--- src/rtl/imm_extend_pipe.sv ---
// rtl/imm_extend_pipe.sv - LEGv8 immediate extractor feeding an elastic register pipeline
module imm_extend_pipe #(
    parameter int DATA_W       = 64,
    parameter int DEPTH        = 2,
    parameter int SHIFT_BRANCH = 1
) (
    input  logic              clock,
    input  logic              reset,
    input  logic              flush,
    input  logic              in_valid,
    output logic              in_ready,
    input  logic [31:0]       instruction,
    output logic              out_valid,
    input  logic              out_ready,
    output logic [DATA_W-1:0] imm_out,
    output logic [2:0]        fmt_out,
    output logic              illegal,
    output logic [15:0]       illegal_cnt
);

    localparam logic [2:0] FMT_NONE = 3'd0;
    localparam logic [2:0] FMT_D    = 3'd1;
    localparam logic [2:0] FMT_I    = 3'd2;
    localparam logic [2:0] FMT_B    = 3'd3;
    localparam logic [2:0] FMT_CB   = 3'd4;
    localparam logic [2:0] FMT_IW   = 3'd5;

    logic [63:0]       w_imm64;
    logic [63:0]       w_iw;
    logic [2:0]        w_fmt;
    logic              w_illegal;
    logic              w_accept;
    logic [DEPTH-1:0]  w_load;
    logic              w_unused;

    logic [DEPTH-1:0]  r_valid;
    logic [DATA_W-1:0] r_imm [DEPTH];
    logic [2:0]        r_fmt [DEPTH];
    logic [DEPTH-1:0]  r_ill;
    logic [15:0]       r_cnt;

    assign w_unused = ^instruction[4:0];
    assign w_iw     = {48'b0, instruction[20:5]} << {instruction[22:21], 4'b0000};

    always_comb begin
        w_imm64   = '0;
        w_fmt     = FMT_NONE;
        w_illegal = 1'b0;
        if (instruction[31:21] == 11'h7C2 || instruction[31:21] == 11'h7C0) begin
            w_imm64 = {{55{instruction[20]}}, instruction[20:12]};
            w_fmt   = FMT_D;
        end else if (instruction[31:22] == 10'h244 || instruction[31:22] == 10'h344) begin
            w_imm64 = {52'b0, instruction[21:10]};
            w_fmt   = FMT_I;
        end else if (instruction[31:26] == 6'h05 || instruction[31:26] == 6'h25) begin
            if (SHIFT_BRANCH != 0) w_imm64 = {{36{instruction[25]}}, instruction[25:0], 2'b00};
            else                   w_imm64 = {{38{instruction[25]}}, instruction[25:0]};
            w_fmt = FMT_B;
        end else if (instruction[31:24] == 8'hB4 || instruction[31:24] == 8'hB5 ||
                     instruction[31:24] == 8'h54) begin
            if (SHIFT_BRANCH != 0) w_imm64 = {{43{instruction[23]}}, instruction[23:5], 2'b00};
            else                   w_imm64 = {{45{instruction[23]}}, instruction[23:5]};
            w_fmt = FMT_CB;
        end else if (instruction[31:23] == 9'h1A5 || instruction[31:23] == 9'h1E5) begin
            // A 32-bit result cannot hold imm16 placed at bit 32 or 48.
            if (DATA_W == 32 && instruction[22]) begin
                w_illegal = 1'b1;
            end else begin
                w_imm64 = w_iw;
                w_fmt   = FMT_IW;
            end
        end else begin
            w_illegal = 1'b1;
        end
    end

    // Stage k can load when it or any later stage is empty, or the output drains.
    always_comb begin
        for (int k = 0; k < DEPTH; k++) begin
            w_load[k] = out_ready;
            for (int j = k; j < DEPTH; j++) begin
                if (!r_valid[j]) w_load[k] = 1'b1;
            end
        end
    end

    assign in_ready = !reset && !flush && w_load[0];
    assign w_accept = in_valid && in_ready;

    always_ff @(posedge clock or posedge reset) begin
        if (reset) begin
            r_valid <= '0;
            r_ill   <= '0;
            r_cnt   <= '0;
            for (int k = 0; k < DEPTH; k++) begin
                r_imm[k] <= '0;
                r_fmt[k] <= FMT_NONE;
            end
        end else begin
            if (flush) begin
                r_valid <= '0;
            end else begin
                if (w_load[0]) r_valid[0] <= w_accept;
                for (int k = 1; k < DEPTH; k++) begin
                    if (w_load[k]) r_valid[k] <= r_valid[k-1];
                end
            end
            if (w_load[0]) begin
                r_imm[0] <= w_illegal ? '0 : w_imm64[DATA_W-1:0];
                r_fmt[0] <= w_fmt;
                r_ill[0] <= w_illegal;
            end
            for (int k = 1; k < DEPTH; k++) begin
                if (w_load[k]) begin
                    r_imm[k] <= r_imm[k-1];
                    r_fmt[k] <= r_fmt[k-1];
                    r_ill[k] <= r_ill[k-1];
                end
            end
            if (w_accept && w_illegal && r_cnt != 16'hFFFF) begin
                r_cnt <= r_cnt + 16'd1;
            end
        end
    end

    assign out_valid   = r_valid[DEPTH-1];
    assign imm_out     = r_imm[DEPTH-1];
    assign fmt_out     = r_fmt[DEPTH-1];
    assign illegal     = r_ill[DEPTH-1];
    assign illegal_cnt = r_cnt;

endmodule

--- config.mk ---
export PLATFORM = sky130hd
export DESIGN_NAME = imm_extend_pipe
export DESIGN_NICKNAME = d
export VERILOG_FILES = /design/src/rtl/imm_extend_pipe.sv
export SDC_FILE = /design/constraint.sdc
export NUM_CORES = 1
export LEC_CHECK = 0
export ABC_AREA = 0
export BUFFER_PORTS_ARGS = -buffer_cell sky130_fd_sc_hd__buf_2
export CAP_MARGIN = 5
export CORE_MARGIN = 1.5
export CORE_UTILIZATION = 51
export DETAILED_ROUTE_END_ITERATION = 10
export GPL_ROUTABILITY_DRIVEN = 0
export PLACE_DENSITY = 0.79
export REMOVE_ABC_BUFFERS = 1
export SYNTH_ARGS = -nofsm -noshare
export SYNTH_HDL_FRONTEND = slang
export SYNTH_SLANG_ARGS = --single-unit
--- constraint.sdc ---
create_clock -name clock -period 4.8 [get_ports clock]
set_clock_uncertainty 0.05 [all_clocks]
set_input_delay 0.72 -clock clock [delete_from_list [all_inputs] [get_ports clock]]
set_output_delay 0.72 -clock clock [all_outputs]
set_load 0.01 [all_outputs]
==> impl_metrics.json <==
{
  "antenna_cells": 0,
  "routedWlPerCell_um": 19.4,
  "cts_setup_buffers": 0,
  "dieArea_sq_um": 15700,
  "post_route_cells_drive_above_1_share_pct": 33.9,
  "synth_fa_ha_area_share_pct": 0.164,
  "synth_top_family_by_area": "compound AO/OA/AOI/OAI gates",
  "status": "completed",
  "vias": 5711,
  "cp-end-kind": "flip-flop",
  "dieWidth_um": 125,
  "wl_um": 17900,
  "path_buf_inv": 3,
  "slowest_stage": "a211oi_4",
  "final_common_cell": "dfrtp_1",
  "synth_cell_types": 48,
  "synth-xor-area-share_pct": 1.72,
  "area_growth_pct": 11.2,
  "grt_pass1_vias": 5648,
  "synthArstFlopShare_pct": 100,
  "start_util_pct": 52.4,
  "rsz0062_at_grt": "no",
  "ctsHoldBuffers": 0,
  "cpLargestDelayFamily": "compound AO/OA/AOI/OAI gates",
  "num_rows": 44,
  "antenna_found_initial": 0,
  "drv_cap": 0,
  "synth_top_area_share_pct": 50.6,
  "p_leak_uw": 0.00420,
  "viasPerCell": 6.17,
  "slew_violations": 0,
  "clk_pin_slew_ns": 0.06,
  "hold_viol": 0,
  "finalPower_uw": 3010,
  "critPathKind": "in -> reg",
  "synthCells": 705,
  "synth_area_leader_cell": "dfrtp_1",
  "startpoint": "instruction[31]",
  "crit_path_max_incr_delay_ns": 0.56,
  "path_cells": "buf_2 -> or4b_4 -> a211oi_4 -> buf_4 -> a21o_1 -> buf_4 -> a21oi_1 -> o21ai_0 -> a22o_1",
  "boundaryPins": 123,
  "fin_tns_setup_ns": 0,
  "period_needed_ns": 3.26,
  "synthMuxAreaShare_pct": 10.2,
  "yosys_register_bits": 154,
  "hold_path_class": "reg -> reg",
  "final_cell_mix": "dfrtp_1, buf_2, o21ai_0, mux2_2, a21oi_1",
  "worstSetupStartpointType": "primary input",
  "worst_slew_pin_slew_ns": 1.06,
  "drcViolationCount": 0,
  "synth_compound_area_share_pct": 19.8,
  "clockRootBuffer": "clkbuf_16",
  "numCtsBuffers": 17,
  "synth-simple-area-share_pct": 7.26,
  "vdd_drop_max_uv": 264,
  "core_sq_um": 14500,
  "clock_path_buffers": 2,
  "tritoncts": "built",
  "grt_max_degree": 125,
  "ant_nets": 0,
  "ys.flop_type": "dfrtp_1",
  "cts_sinks": 154,
  "grt_usage_pct": 23.3,
  "r2r_start": "r_valid[1]",
  "post-route-period-util_pct": 68.0,
  "synth_warnings": 0,
  "grt_pass1_wl_um": 29500,
  "chipHeight_um": 125,
  "critPathMaxFanout": 20,
  "grt_overflow": 0,
  "drt-pass1-iter-count": 9,
  "io_buffers": 122,
  "relSlewSlack_pct": 29.6,
  "setup-violations-final": 0,
  "hold_start": "r_fmt[5]",
  "synth_edf_count": 0,
  "crit_required_ns": 5.11,
  "cts_resized": 0,
  "final_net_count": 766,
  "clock_latency_ns": 0.43,
  "critPathArrivalTime_ns": 3.58,
  "cts_max_level": 4,
  "synth_area_sq_um": 7620,
  "synth.avg_cell_area_sq_um": 10.8,
  "fmax_mhz": 306,
  "yosysSeqAreaShare_pct": 50.6,
  "worst_path_most_repeated_cell": "buf_4",
  "hpwlAfterDp_um": 11800,
  "synthTopCellsByArea": "dfrtp_1, mux2_2, buf_4, a22o_1, o21ai_0",
  "powerDensity_nw_per_um2": 355,
  "drt_iter0_drc": 640
}
worst reg2reg max path, delay by kind of cell, from the launching register on:
kind,cells,cell delay (ns)
simple gates,3,1.28
xor+xnor,1,0.15
compound gates,2,0.69
flops,1,0.40
metal layers:
layer | track usage [%] | share of wire (%) | up-vias
met5 | 0 | 0 | -
met4 | 9.36 | 1.9 | 0
met3 | 6.76 | 8.7 | 44
met2 | 36.1 | 48 | 318
met1 | 31.1 | 41 | 2793
li1 | - | - | 2556
synthesized netlist by cell type, types with 2 or more instances:
master / count
clkbuf_1: 44
nand3_1: 9
nand4b_1: 2
o21ai_1: 2
buf_2: 11
xnor2_1: 15
and4_1: 3
nand3b_1: 2
o221ai_1: 2
and2_1: 5
nor2_1: 14
o21ai_0: 81
o221a_2: 6
nor4_1: 2
a22oi_1: 2
nor2b_1: 2
a221oi_1: 22
buf_6: 2
nand2_1: 35
inv_1: 6
a31oi_1: 4
dfrtp_1: 154
mux2_2: 69
nor3_1: 3
a22o_1: 48
buf_1: 2
and3_1: 11
buf_4: 68
nand4_1: 3
a21oi_1: 58
cell families (layout without fill, tap and decap cells):
family                   after synthesis  count (layout)
flip-flops                           154             154
adder cells (fa/ha/maj)                1               1
AO/OA/AOI/OAI                        231             231
multiplexers                          69              69
AND/OR/NAND/NOR                      102             102
XOR/XNOR                              15              15
buffers and inverters                133             169
layout make-up:
type / instances / area (sq um)
Timing Repair Buffer: 131 / 678
Clock buffer: 19 / 443
Tap cell: 184 / 230
Sequential cell: 154 / 3850
Multi-Input combinational cell: 418 / 3030
Clock inverter: 13 / 216
Inverter: 6 / 27.5
Fill cell: 1193 / 6060
power breakdown:
group | total [uW] | switching, uW | internal [uW]
clock network | 1480 | 538 | 941
logic | 185 | 118 | 66.4
registers | 1350 | 25.1 | 1320
worst paths after layout:
kind	to	slack, ns	cells after the start
hold / removal	r_fmt[5]	0.43	2
max in group asynchronous	imm_out[52]	3.15	3
setup reg to reg	illegal_cnt[11]	2.12	6
min in group asynchronous	illegal_cnt[15]	0.51	2
setup / recovery	r_imm[124]	1.54	9
hold reg to reg	r_fmt[5]	0.43	2
per-stage QoR:
stage	std cells	hold slack [ns]	setup WS (ns)	instance area [sq um]	utilization, %
after floorplan	578	0.383	-1.03	6860	-
after global placement	893	0.404	1.33	7810	53.7
after CTS	925	0.426	1.61	8470	58.3
after global routing	925	0.438	1.39	8480	58.3
after detailed placement	893	0.417	1.15	7810	53.7
final	925	0.429	1.54	8480	58.3
state kept, by name, summed over array words and instances, names as in the netlist:
register / flops
fmt_out: 3
r_valid: 2
r_ill: 2
r_fmt: 3
illegal_cnt: 16
imm_out: 64
r_imm: 64
No activity file was read; power rests on OpenSTA's default activity.
